<file path="src/rtl/abft_matrix_stream_corrector_pkg.sv">
// ---------------------------------------------------------------------------------------------
// abft_pkg
//   Shared types for the ABFT matrix stream corrector.
//   status_e : frame classification reported alongside the replayed rows.
//   state_e  : corrector control states (load frame, classify, repair, replay).
// ---------------------------------------------------------------------------------------------
package abft_pkg;

    typedef enum logic [1:0] {
        ST_CLEAN = 2'd0,  // no syndrome set
        ST_CORR  = 2'd1,  // single data element repaired
        ST_CHK   = 2'd2,  // a single row or column check word was wrong
        ST_UNCOR = 2'd3   // pattern cannot be attributed to one element
    } status_e;

    typedef enum logic [1:0] {
        S_LOAD,
        S_CHECK,
        S_FIX,
        S_DRAIN
    } state_e;

endpackage

</file>
<file path="src/rtl/abft_matrix_stream_corrector_if.sv">
// ---------------------------------------------------------------------------------------------
// abft_matrix_stream_corrector_if
//   Input/output stream bundle of the ABFT corrector.
//   in_valid/in_ready/in_data/in_rpar : one matrix row (or the column-parity word) per beat.
//   out_valid/out_ready/out_data/out_last : corrected row replay.
//   status/err_row/err_col : frame classification, stable through the replay.
//   master : traffic source/sink (testbench or upstream/downstream logic).
//   slave  : the corrector itself.
// ---------------------------------------------------------------------------------------------
interface abft_matrix_stream_corrector_if #(
    parameter int unsigned ROWS = 4,
    parameter int unsigned COLS = 4,
    parameter int unsigned W    = 8
);

    localparam int unsigned RW  = $clog2(ROWS);
    localparam int unsigned CLW = $clog2(COLS);

    logic                in_valid;
    logic                in_ready;
    logic [COLS*W-1:0]   in_data;
    logic [W-1:0]        in_rpar;
    logic                out_valid;
    logic                out_ready;
    logic [COLS*W-1:0]   out_data;
    logic                out_last;
    logic [1:0]          status;
    logic [RW-1:0]       err_row;
    logic [CLW-1:0]      err_col;

    modport master (
        output in_valid, in_data, in_rpar, out_ready,
        input  in_ready, out_valid, out_data, out_last, status, err_row, err_col
    );

    modport slave (
        input  in_valid, in_data, in_rpar, out_ready,
        output in_ready, out_valid, out_data, out_last, status, err_row, err_col
    );

endinterface

</file>
<file path="src/rtl/abft_matrix_stream_corrector_row_parity.sv">
// ---------------------------------------------------------------------------------------------
// abft_row_parity
//   Combinational bitwise-XOR reduction of the COLS elements of one packed row.
//   row    : COLS*W packed row, element c at [c*W +: W]
//   parity : W-bit XOR of all elements
// ---------------------------------------------------------------------------------------------
module abft_row_parity #(
    parameter int unsigned COLS = 4,
    parameter int unsigned W    = 8
) (
    input  logic [COLS*W-1:0] row,
    output logic [W-1:0]      parity
);

    always_comb begin
        parity = '0;
        for (int c = 0; c < int'(COLS); c++) begin
            parity = parity ^ row[c*W +: W];
        end
    end

endmodule

</file>
<file path="src/rtl/abft_matrix_stream_corrector.sv">
// ---------------------------------------------------------------------------------------------
// abft_matrix_stream_corrector
//   Buffers a ROWSxCOLS matrix frame (ROWS row beats with row parity, then one column-parity
//   beat), derives row/column syndromes, repairs a single-element error located at the
//   intersection of one failing row and one failing column, and replays the frame row by row.
//   clk   : rising-edge clock
//   rst_n : asynchronous active-low reset, discards any partial frame
//   bus   : slave side of abft_matrix_stream_corrector_if (input beats, output rows, status)
// ---------------------------------------------------------------------------------------------
module abft_matrix_stream_corrector
    import abft_pkg::*;
#(
    parameter int unsigned ROWS = 4,
    parameter int unsigned COLS = 4,
    parameter int unsigned W    = 8
) (
    input  logic                          clk,
    input  logic                          rst_n,
    abft_matrix_stream_corrector_if.slave bus
);

    localparam int unsigned RW  = $clog2(ROWS);
    localparam int unsigned CLW = $clog2(COLS);
    localparam int unsigned CW  = $clog2(ROWS + 1);
    localparam int unsigned NCW = $clog2(COLS + 1);

    localparam logic [CW-1:0] LastBeat = CW'(ROWS);
    localparam logic [CW-1:0] LastRow  = CW'(ROWS - 1);

    typedef logic [COLS*W-1:0] row_t;

    state_e          state_q;
    logic [CW-1:0]   beat_q;      // load beat index, reused as replay row index
    row_t            buffer_q [ROWS];
    logic [W-1:0]    acc_q    [COLS];
    logic [W-1:0]    rsyn_q   [ROWS];
    logic [W-1:0]    csyn_q   [COLS];

    // Classification captured in CHECK, published in FIX.
    status_e         cls_q;
    logic [RW-1:0]   cls_row_q;
    logic [CLW-1:0]  cls_col_q;

    status_e         status_q;
    logic [RW-1:0]   err_row_q;
    logic [CLW-1:0]  err_col_q;
    logic            in_ready_q;
    logic            out_valid_q;
    logic            out_last_q;
    row_t            out_data_q;

    logic [W-1:0]    row_par;
    logic            in_fire;
    logic            out_fire;
    logic [RW-1:0]   beat_idx;

    abft_row_parity #(
        .COLS (COLS),
        .W    (W)
    ) u_row_parity (
        .row    (bus.in_data),
        .parity (row_par)
    );

    assign in_fire  = bus.in_valid && in_ready_q;
    assign out_fire = out_valid_q && bus.out_ready;
    assign beat_idx = beat_q[RW-1:0];

    // Syndrome census: how many rows/columns fail, and the first failing index of each.
    logic [CW-1:0]   nr;
    logic [NCW-1:0]  nc;
    logic [RW-1:0]   r_idx;
    logic [CLW-1:0]  c_idx;
    status_e         cls_d;
    logic [RW-1:0]   cls_row_d;
    logic [CLW-1:0]  cls_col_d;

    always_comb begin
        nr    = '0;
        nc    = '0;
        r_idx = '0;
        c_idx = '0;
        for (int i = 0; i < int'(ROWS); i++) begin
            if (rsyn_q[i] != '0) begin
                if (nr == '0) r_idx = RW'(i);
                nr = nr + CW'(1);
            end
        end
        for (int i = 0; i < int'(COLS); i++) begin
            if (csyn_q[i] != '0) begin
                if (nc == '0) c_idx = CLW'(i);
                nc = nc + NCW'(1);
            end
        end
    end

    always_comb begin
        cls_d     = ST_UNCOR;
        cls_row_d = '0;
        cls_col_d = '0;
        if (nr == '0 && nc == '0) begin
            cls_d = ST_CLEAN;
        end else if (nr == CW'(1) && nc == NCW'(1)) begin
            // One failing row and column only point at one element if both syndromes agree.
            if (rsyn_q[r_idx] == csyn_q[c_idx]) begin
                cls_d     = ST_CORR;
                cls_row_d = r_idx;
                cls_col_d = c_idx;
            end
        end else if (nr == CW'(1) && nc == '0) begin
            cls_d     = ST_CHK;
            cls_row_d = r_idx;
        end else if (nr == '0 && nc == NCW'(1)) begin
            cls_d     = ST_CHK;
            cls_col_d = c_idx;
        end
    end

    // Row selected by the classification with the syndrome folded into the failing element.
    row_t fixed_row;

    always_comb begin
        fixed_row = buffer_q[cls_row_q];
        fixed_row[cls_col_q*W +: W] = fixed_row[cls_col_q*W +: W] ^ rsyn_q[cls_row_q];
    end

    always_ff @(posedge clk or negedge rst_n) begin
        if (!rst_n) begin
            state_q     <= S_LOAD;
            beat_q      <= '0;
            in_ready_q  <= 1'b1;
            out_valid_q <= 1'b0;
            out_last_q  <= 1'b0;
            out_data_q  <= '0;
            status_q    <= ST_CLEAN;
            err_row_q   <= '0;
            err_col_q   <= '0;
            cls_q       <= ST_CLEAN;
            cls_row_q   <= '0;
            cls_col_q   <= '0;
            for (int r = 0; r < int'(ROWS); r++) begin
                buffer_q[r] <= '0;
                rsyn_q[r]   <= '0;
            end
            for (int c = 0; c < int'(COLS); c++) begin
                acc_q[c]  <= '0;
                csyn_q[c] <= '0;
            end
        end else begin
            case (state_q)
                S_LOAD: begin
                    if (in_fire) begin
                        // Previous frame's report is retired by the first beat of the next frame.
                        if (beat_q == '0) begin
                            status_q  <= ST_CLEAN;
                            err_row_q <= '0;
                            err_col_q <= '0;
                        end
                        if (beat_q == LastBeat) begin
                            for (int c = 0; c < int'(COLS); c++) begin
                                csyn_q[c] <= acc_q[c] ^ bus.in_data[c*W +: W];
                            end
                            in_ready_q <= 1'b0;
                            beat_q     <= '0;
                            state_q    <= S_CHECK;
                        end else begin
                            buffer_q[beat_idx] <= bus.in_data;
                            rsyn_q[beat_idx]   <= row_par ^ bus.in_rpar;
                            for (int c = 0; c < int'(COLS); c++) begin
                                acc_q[c] <= acc_q[c] ^ bus.in_data[c*W +: W];
                            end
                            beat_q <= beat_q + CW'(1);
                        end
                    end
                end

                S_CHECK: begin
                    cls_q     <= cls_d;
                    cls_row_q <= cls_row_d;
                    cls_col_q <= cls_col_d;
                    state_q   <= S_FIX;
                end

                S_FIX: begin
                    status_q  <= cls_q;
                    err_row_q <= cls_row_q;
                    err_col_q <= cls_col_q;
                    if (cls_q == ST_CORR) begin
                        buffer_q[cls_row_q] <= fixed_row;
                    end
                    // Row 0 is presented in the same edge as the repair, so bypass the buffer.
                    if (cls_q == ST_CORR && cls_row_q == '0) begin
                        out_data_q <= fixed_row;
                    end else begin
                        out_data_q <= buffer_q[0];
                    end
                    out_valid_q <= 1'b1;
                    out_last_q  <= 1'b0;
                    beat_q      <= '0;
                    state_q     <= S_DRAIN;
                end

                S_DRAIN: begin
                    if (out_fire) begin
                        if (beat_q == LastRow) begin
                            out_valid_q <= 1'b0;
                            out_last_q  <= 1'b0;
                            out_data_q  <= '0;
                            in_ready_q  <= 1'b1;
                            beat_q      <= '0;
                            for (int c = 0; c < int'(COLS); c++) begin
                                acc_q[c] <= '0;
                            end
                            state_q <= S_LOAD;
                        end else begin
                            out_data_q <= buffer_q[beat_idx + RW'(1)];
                            out_last_q <= ((beat_q + CW'(1)) == LastRow);
                            beat_q     <= beat_q + CW'(1);
                        end
                    end
                end

                default: state_q <= S_LOAD;
            endcase
        end
    end

    assign bus.in_ready  = in_ready_q;
    assign bus.out_valid = out_valid_q;
    assign bus.out_data  = out_data_q;
    assign bus.out_last  = out_last_q;
    assign bus.status    = status_q;
    assign bus.err_row   = err_row_q;
    assign bus.err_col   = err_col_q;

endmodule

</file>
<file path="src/flat_wrapper.sv">
// flat-port wrapper written by rule: the top's interface ports become plain ports
module abft_matrix_stream_corrector_flat import abft_pkg::*;
#(
    parameter int unsigned ROWS = 4,
    parameter int unsigned COLS = 4,
    parameter int unsigned W    = 8
)
  (clk, rst_n, bus_in_valid, bus_in_data, bus_in_rpar, bus_out_ready, bus_in_ready, bus_out_valid, bus_out_data, bus_out_last, bus_status, bus_err_row, bus_err_col);
  abft_matrix_stream_corrector_if #(.ROWS(ROWS), .COLS(COLS), .W(W)) bus_i ();
  input  logic clk;
  input  logic rst_n;
  input wire logic [$bits(bus_i.in_valid)-1:0] bus_in_valid;
  input wire logic [$bits(bus_i.in_data)-1:0] bus_in_data;
  input wire logic [$bits(bus_i.in_rpar)-1:0] bus_in_rpar;
  input wire logic [$bits(bus_i.out_ready)-1:0] bus_out_ready;
  output wire logic [$bits(bus_i.in_ready)-1:0] bus_in_ready;
  output wire logic [$bits(bus_i.out_valid)-1:0] bus_out_valid;
  output wire logic [$bits(bus_i.out_data)-1:0] bus_out_data;
  output wire logic [$bits(bus_i.out_last)-1:0] bus_out_last;
  output wire logic [$bits(bus_i.status)-1:0] bus_status;
  output wire logic [$bits(bus_i.err_row)-1:0] bus_err_row;
  output wire logic [$bits(bus_i.err_col)-1:0] bus_err_col;
  assign bus_i.in_valid = bus_in_valid;
  assign bus_i.in_data = bus_in_data;
  assign bus_i.in_rpar = bus_in_rpar;
  assign bus_i.out_ready = bus_out_ready;
  assign bus_in_ready = bus_i.in_ready;
  assign bus_out_valid = bus_i.out_valid;
  assign bus_out_data = bus_i.out_data;
  assign bus_out_last = bus_i.out_last;
  assign bus_status = bus_i.status;
  assign bus_err_row = bus_i.err_row;
  assign bus_err_col = bus_i.err_col;
  abft_matrix_stream_corrector #(.ROWS(ROWS), .COLS(COLS), .W(W)) u_core (.clk(clk), .rst_n(rst_n), .bus(bus_i));
endmodule
</file>
<file path="config.mk">
export PLATFORM = sky130hd
export DESIGN_NAME = abft_matrix_stream_corrector_flat
export DESIGN_NICKNAME = d
export VERILOG_FILES = /design/src/rtl/abft_matrix_stream_corrector_pkg.sv /design/src/rtl/abft_matrix_stream_corrector_if.sv /design/src/rtl/abft_matrix_stream_corrector_row_parity.sv /design/src/rtl/abft_matrix_stream_corrector.sv /design/src/flat_wrapper.sv
export SDC_FILE = /design/constraint.sdc
export NUM_CORES = 1
export LEC_CHECK = 0
export BUFFER_PORTS_ARGS = -buffer_cell sky130_fd_sc_hd__buf_2
export CORE_MARGIN = 2
export CORE_UTILIZATION = 54
export CTS_CLUSTER_SIZE = 25
export DETAILED_ROUTE_END_ITERATION = 12
export PLACE_DENSITY = 0.72
export SYNTH_ARGS = -nofsm -noshare
export SYNTH_HDL_FRONTEND = slang
export SYNTH_HIERARCHICAL = 1
export SYNTH_SLANG_ARGS = --single-unit
</file>
<file path="constraint.sdc">
create_clock -name clk -period 3.5 [get_ports clk]
set_input_delay 0 -clock clk [delete_from_list [all_inputs] [get_ports clk]]
set_output_delay 0 -clock clk [all_outputs]
set_load 0.02 [all_outputs]
</file>
Yosys cells after proc, flatten, opt, wreduce, memory -nomap -nowiden:

Index checks and enable logic that the tools add are counted.

* input bits: 44
* bits in read-only memories: 0
* flip-flop bits (word level): 276
* latch bits: 0
* memories kept: 0
* RAM bits: 0

* equality and inequality tests: 17
* reductions and logical operators: 42
* multipliers: 0
* add/sub/neg operators: 9
* bitwise logic cells: 15
* shift operators: 3
* div/mod/pow operators: 0
* mux-type cells: 98
* magnitude comparators: 7

Operators with widths (count)
* two-way mux 32 bit: 13
* two-way mux 128 bit: 3
* bitwise mux 128 bit: 2
* case mux 128 bit (2 select lines): 1
* binary-select mux 32 bit (select 2 bit): 2
* demux 32 bit (select 2 bit): 2
* case mux 32 bit (2 select lines): 2
* XOR 8 bit: 9
* bitwise mux 32 bit: 2
* nonzero test 8 bit: 8
* two-way mux 2 bit: 29
* two-way mux 8 bit: 7
* binary-select mux 8 bit (select 2 bit): 3
* negator 5 -> 34 bit: 1
* variable shift 8 x 34 -> 32 bit (first input constant): 1
* variable part select 8 x 34 -> 32 bit: 1
* variable part select 32 x 6 -> 8 bit: 1
* two-way mux 3 bit: 10
* zero test 3 bit: 9
* demux 8 bit (select 2 bit): 1
* adder 3 x 1 -> 3 bit (second input constant): 5
* greater-or-equal comparator 3 bit (second input constant): 5
* NOT 2 -> 3 bit: 5
* AND reduction 3 bit: 5
* 24 further kinds: 64

Depth between registers and ports, before layout:

* depth after elaboration: 17
* mapped depth: 14
* gate-level depth less buffers: 14

Modules after synthesis:

Netlist, hierarchy kept.

By module, submodules not included
* abft_matrix_stream_corrector: cells an instance 1704, instances 1, seq. area each 6907.9 um^2, area an instance 16051.6 um^2
* abft_row_parity: cells an instance 24, instances 1, seq. area each 0.0 um^2, area an instance 210.2 um^2

Least setup slack after synthesis:

Ideal clock, no wire load.

* kind: flip-flop to flip-flop
* start: register u_core/csyn_q[16] in the netlist's numbering
* end: register u_core.cls_col_q[0]
* required time: 3.414 ns
* setup time: 0.086 ns
* clock period less this slack: 3.212 ns
* arrival time: 3.127 ns
* slack: 0.288 ns
* stages on the path, launching flop included: 12
* path buffers: 0
* cells stage by stage: dfrtp_1 nor4_1 nand2_1 ha_1 xor2_1 ha_1 a31oi_1 mux4_2 xor2_1 nor4_2 nand2b_1 o221ai_2

* word-level cells in the longest chain between the ends: 15
* elaborated cells on any way between the ends: 29
* those cells by class: add/sub: 2; eq/ne: 2; mux: 16; bitwise: 1; reduce/logical: 8

RTL lines
* from (decl): RTL line abft_matrix_stream_corrector.sv:37 `logic [W-1:0] csyn_q [COLS];`
* from (signal, indexed assignment): RTL line abft_matrix_stream_corrector.sv:161 `csyn_q[c] <= acc_q[c] ^ bus.in_data[c*W +: W];`
* nonzero test 8 bit: RTL line abft_matrix_stream_corrector.sv:90 `if (csyn_q[i] != '0) begin`
* two-way mux 3 bit: RTL line abft_matrix_stream_corrector.sv:90
* adder 3 x 1 -> 3 bit / zero test 3 bit (equally long branches): RTL line abft_matrix_stream_corrector.sv:92, abft_matrix_stream_corrector.sv:91
* two-way mux 3 bit / two-way mux 2 bit (equally long branches): RTL line abft_matrix_stream_corrector.sv:90, abft_matrix_stream_corrector.sv:91
* zero test 3 bit / two-way mux 2 bit (equally long branches): RTL line abft_matrix_stream_corrector.sv:91, abft_matrix_stream_corrector.sv:90
* two-way mux 2 bit: RTL line abft_matrix_stream_corrector.sv:91 `if (nc == '0) c_idx = CLW'(i);`
* two-way mux 2 bit: RTL line abft_matrix_stream_corrector.sv:90
* NOT 2 -> 3 bit (implied by the code): RTL line abft_matrix_stream_corrector.sv:105 `if (rsyn_q[r_idx] == csyn_q[c_idx]) begin`
* binary-select mux 8 bit (select 2 bit): RTL line abft_matrix_stream_corrector.sv:105
* two-way mux 8 bit (implied by the code) (2 in a row): RTL line abft_matrix_stream_corrector.sv:105
* == test 8 bit: RTL line abft_matrix_stream_corrector.sv:105
* two-way mux 2 bit: RTL line abft_matrix_stream_corrector.sv:105
* two-way mux 2 bit: RTL line abft_matrix_stream_corrector.sv:103 `end else if (nr == CW'(1) && nc == NCW'(1)) begin`
* two-way mux 2 bit *: RTL line abft_matrix_stream_corrector.sv:101 `if (nr == '0 && nc == '0) begin`
* to (signal assigned): RTL line abft_matrix_stream_corrector.sv:180 `cls_col_q <= cls_col_d;`
* to (decl): RTL line abft_matrix_stream_corrector.sv:42 `logic [CLW-1:0] cls_col_q;`

Every way passes the cells marked *; elsewhere a longest branch is shown, timed or not. The select of a mux whose other input is x is not followed.
A chain may end at the register's enable or synchronous reset.

Final worst setup path:

* start: register u_core/csyn_q[24] in the netlist's numbering
* end: register u_core.cls_row_q[0]

* word-level cells in the longest chain between the ends: 17
* elaborated cells on any way between the ends: 31
* those cells by class: add/sub: 3; eq/ne: 2; mux: 17; bitwise: 1; reduce/logical: 8

RTL lines
* nonzero test 8 bit: RTL line abft_matrix_stream_corrector.sv:90
* two-way mux 1 bit: RTL line abft_matrix_stream_corrector.sv:90
* adder 1 x 1 -> 2 bit / zero test 3 bit (equally long branches): RTL line abft_matrix_stream_corrector.sv:92, abft_matrix_stream_corrector.sv:91
* two-way mux 3 bit / two-way mux 1 bit (equally long branches): RTL line abft_matrix_stream_corrector.sv:90, abft_matrix_stream_corrector.sv:91
* adder 3 x 1 -> 3 bit (tied with other cells): RTL line abft_matrix_stream_corrector.sv:92 `nc = nc + NCW'(1);`
* two-way mux 3 bit / two-way mux 2 bit (equally long branches): RTL line abft_matrix_stream_corrector.sv:90, abft_matrix_stream_corrector.sv:91
* zero test 3 bit / two-way mux 2 bit (equally long branches): RTL line abft_matrix_stream_corrector.sv:91, abft_matrix_stream_corrector.sv:90
* two-way mux 2 bit: RTL line abft_matrix_stream_corrector.sv:91
* two-way mux 2 bit: RTL line abft_matrix_stream_corrector.sv:90
* NOT 2 -> 3 bit (implied by the code): RTL line abft_matrix_stream_corrector.sv:105
* binary-select mux 8 bit (select 2 bit): RTL line abft_matrix_stream_corrector.sv:105
* two-way mux 8 bit (implied by the code) (2 in a row): RTL line abft_matrix_stream_corrector.sv:105
* == test 8 bit: RTL line abft_matrix_stream_corrector.sv:105
* two-way mux 2 bit: RTL line abft_matrix_stream_corrector.sv:105
* two-way mux 2 bit: RTL line abft_matrix_stream_corrector.sv:103
* two-way mux 2 bit *: RTL line abft_matrix_stream_corrector.sv:101
* to (signal assigned): RTL line abft_matrix_stream_corrector.sv:179 `cls_row_q <= cls_row_d;`
* to (decl): RTL line abft_matrix_stream_corrector.sv:41 `logic [RW-1:0] cls_row_q;`

Marked as above.

==> summary.txt <==
Synth
  • Synth top area share: 0.4232
  • Synth warn: 6
  • Commonest cells in the netlist: dfrtp_1, nand2_1, nor2_1
  • Syn_area_per_cell: about 9.4 um^2
  • Post-Syn Area: ~0.016 mm^2
  • Async S/R FF share, synth: 1.000
  • EDFF count, synth: 0
  • Ys flop type: dfrtp_1
  • Area leader, netlist: dfrtp_1
  • Ranking of synthesized cells by area: dfrtp_1, mux4_2, a22oi_1
  • Most frequent cell after synthesis: dfrtp_1
  • Synth unique cells: 53
  • Flops & latches, synth: ~280
  • Mapped Nets: ~1800
  • Seq/Total Area, Yosys: 0.4248
  • Mapped Cells: approximately 1700

Clock tree
  • H-tree depth: 1
  • Clk_lat worst skew: between 0.5 and 0.6 ns
  • Worst-path clk slew: 0.06 ns
  • CTS max path bufs: 3
  • CTS buffer count: 29
  • Post-CTS Setup Inserts: 0
  • CTS tree: yes
  • Clk sink count: around 280
  • Clock tree root buffer cell: clkbuf_16

Layout
  • Util after Layout: 0.6355
  • Fill count: 2416
  • # diodes: 0
  • Sequential cell area: ~0.007 mm^2
  • Layout cells sized above 1: 0.1766
  • Area occupied by multi-input gates: approximately 0.0086 mm^2
  • Final nets: 1899
  • Area delta synth->final: 15.82%

Drt
  • Total wire length: 54490 um
  • # DRC: 0
  • Post-route ant nets: 0
  • Via count: ~15000
  • Via/cell ratio: between 6 and 7
  • Drt first-iter violations: between 2000 and 2500
  • Avg WL per Cell: 24.30 um
  • Pre-antenna DRT Iters: 9

Global route
  • Tot GR Track Use: 0.3507
  • Initial antenna violation count: 0
  • First-pass GRT wire length: about 85000 um
  • Largest net degree at the start of global routing: between 100 and 150
  • Gr ovfl total: 0
  • Vias in the first global route: between 10000 and 15000

Timing
  • Max Slew Vio Count: 0
  • Final min period: ~3.4 ns
  • Slew at the pin closest to its max-slew limit: around 1.1 ns
  • Post-Route Skew: ~0.027 ns
  • Max-slew headroom: 0.2705
  • Final-report hold violation count: 0
  • RSZ-0062 raised after global routing: false
  • Setup Viol. Count Final: 0
  • Setup TNS: 0 ns
  • Fin crit share: 0.9642
  • Max Freq: 296.3 MHz

Worst setup path
  • Crit Path Max Fanout: 6
  • Type of origin of the critical path: flop
  • Crit path DAT: about 3.9 ns
  • Kind of end point of the critical path: flop
  • CP Class: reg2reg
  • WP data required: 3.97 ns

Floorplanning
  • Initial Utilization: 0.5487
  • Die Width: roughly 180 um
  • Total I/O pin count: 85
  • Die ar.: around 0.032 mm^2
  • Row cnt: 63
  • Die Y: between 150 and 200 um
  • CORE AREA: 0.02964 mm^2

Flow run
  • Maxcap violations: 0

Power
  • Lkg Pwr: a little under 8 nW
  • P per Cell Area: about 1200 mW/mm^2
  • Max rail drop VDD: 0.8941 mV

Min path
  • Hold Crit Class: in2async

Placed design
  • HPWL after DPL: around 35000 um
  • Placer Congestion: 0.9445
  • # port buffers: between 80 and 90

Outcome
  • Status: complete, no violations
## registers in the layout (all words and copies together), names as in the netlist, 3 cells and up
signal / flops
u_core/buffer_q: 128
u_core/acc_q: 32
u_core/bus.out_data: 32
u_core/csyn_q: 32
u_core/beat_q: 3
u_core/rsyn_q: 32
## routing by layer
metal | part of all wire | GRT usage | routed length, um
met1 | 0.38 | 0.4748 | 20500
met2 | 0.44 | 0.5249 | 23880
met3 | 0.13 | 0.09383 | 6926
met4 | 0.058 | 0.1714 | 3182
met5 | 0 | 0 | 0
## area by class of cell
class,instances,share of cell area
Tap cell,390,0.02591
Inverter,84,0.01674
Clock inverter,17,0.01329
Sequential cell,276,0.3670
Multi-Input combinational cell,1240,0.4588
Timing Repair Buffer,198,0.07600
Clock buffer,37,0.04225
## kinds of logic (layout without fill, tap and decap cells)
group / Yosys count / in the layout / share of synthesized area
AOI/OAI and AO/OA: 526 / 526 / 0.1906
and+or+nand+nor: 489 / 489 / 0.1279
DFF: 276 / 276 / 0.4248
buffers and inverters: 212 / 336 / 0.05178
muxes: 113 / 113 / 0.1386
xor gates and xnor gates: 86 / 86 / 0.04632
adders and majority gates: 26 / 26 / 0.02000
## final timing paths
path                                              startpoint                           endpoint  slack, ns  cells after the start
setup / recovery               u_core/csyn_q[24]$_DFFE_PN0P_    u_core/cls_row_q[0]$_DFFE_PN0N_       0.13                     12
hold / removal                                         rst_n        u_core/acc_q[5]$_DFFE_PN0P_       0.03                      2
setup reg to reg               u_core/csyn_q[24]$_DFFE_PN0P_    u_core/cls_row_q[0]$_DFFE_PN0N_       0.13                     12
hold reg to reg            u_core/bus.err_col[1]$_DFFE_PN0P_  u_core/bus.err_col[1]$_DFFE_PN0P_       0.48                      2
max in group asynchronous                              rst_n      u_core/rsyn_q[12]$_DFFE_PN0P_       2.50                      3
min in group clk                               bus_out_ready   u_core/bus.out_valid$_DFFE_PN0P_       0.28                      5
## metrics by stage
| step | hold slack, ns | cells | cell area, um^2 | setup slack, ns | power [mW] |
|---|---|---|---|---|---|
| after floorplan | -0.2956 | 1728 | 16260 | 0.2876 | 13.95 |
| final | 0.02545 | 2242 | 18830 | 0.1254 | 21.98 |
| after global placement | 0.05655 | 2144 | 17280 | 0.1643 | 17.46 |
| after global routing | 0.08754 | 2242 | 18830 | 0.0007372 | 23.26 |
| after detailed placement | 0.05388 | 2144 | 17280 | 0.02787 | 17.87 |
| after CTS | 0.04861 | 2241 | 18760 | 0.01582 | 21.41 |
## worst max-delay path, cell delays in order (launching register included)
cell and delay (ns):
dfrtp_1 0.39, nor4_1 0.34, and2_1 0.28, ha_4 0.25, xor2_1 0.20, ha_1 0.22, a31oi_1 0.20, buf_4 0.20
mux4_1 0.33, xnor2_1 0.19, nand4_1 0.14, or3_4 0.39, o221ai_2 0.16
## timing repair
| item | CTS | global route |
|---|---|---|
| gates resized for setup | 0 | 13 |
| setup endpoints to repair | 0 | 8 |
| hold endpoints to repair | 306 | 0 |
| hold buffers | 43 | 0 |
## cells in the final DEF, fill, tap and decap left out, types with 25 or more instances in the layout
cell           instances
dfrtp_1              273
nand2_1              217
nor2_1               146
a21oi_1              142
o21ai_0              141
a22oi_1              128
inv_1                 84
buf_2                 83
mux4_2                82
xnor2_1               70
buf_4                 68
nor3_1                63
o21ai_1               54
dlygate4sd3_1         43
o22ai_1               32
clkbuf_16             29
mux2i_1               25
## power breakdown
| group | leakage, nW | internal [mW] | switching, mW |
|---|---|---|---|
| clock network | 0.509 | 2.05 | 1.37 |
| logic | 3.96 | 4.87 | 7.58 |
| registers | 3.45 | 4.69 | 1.42 |
Power figures use the tool's default switching activity.
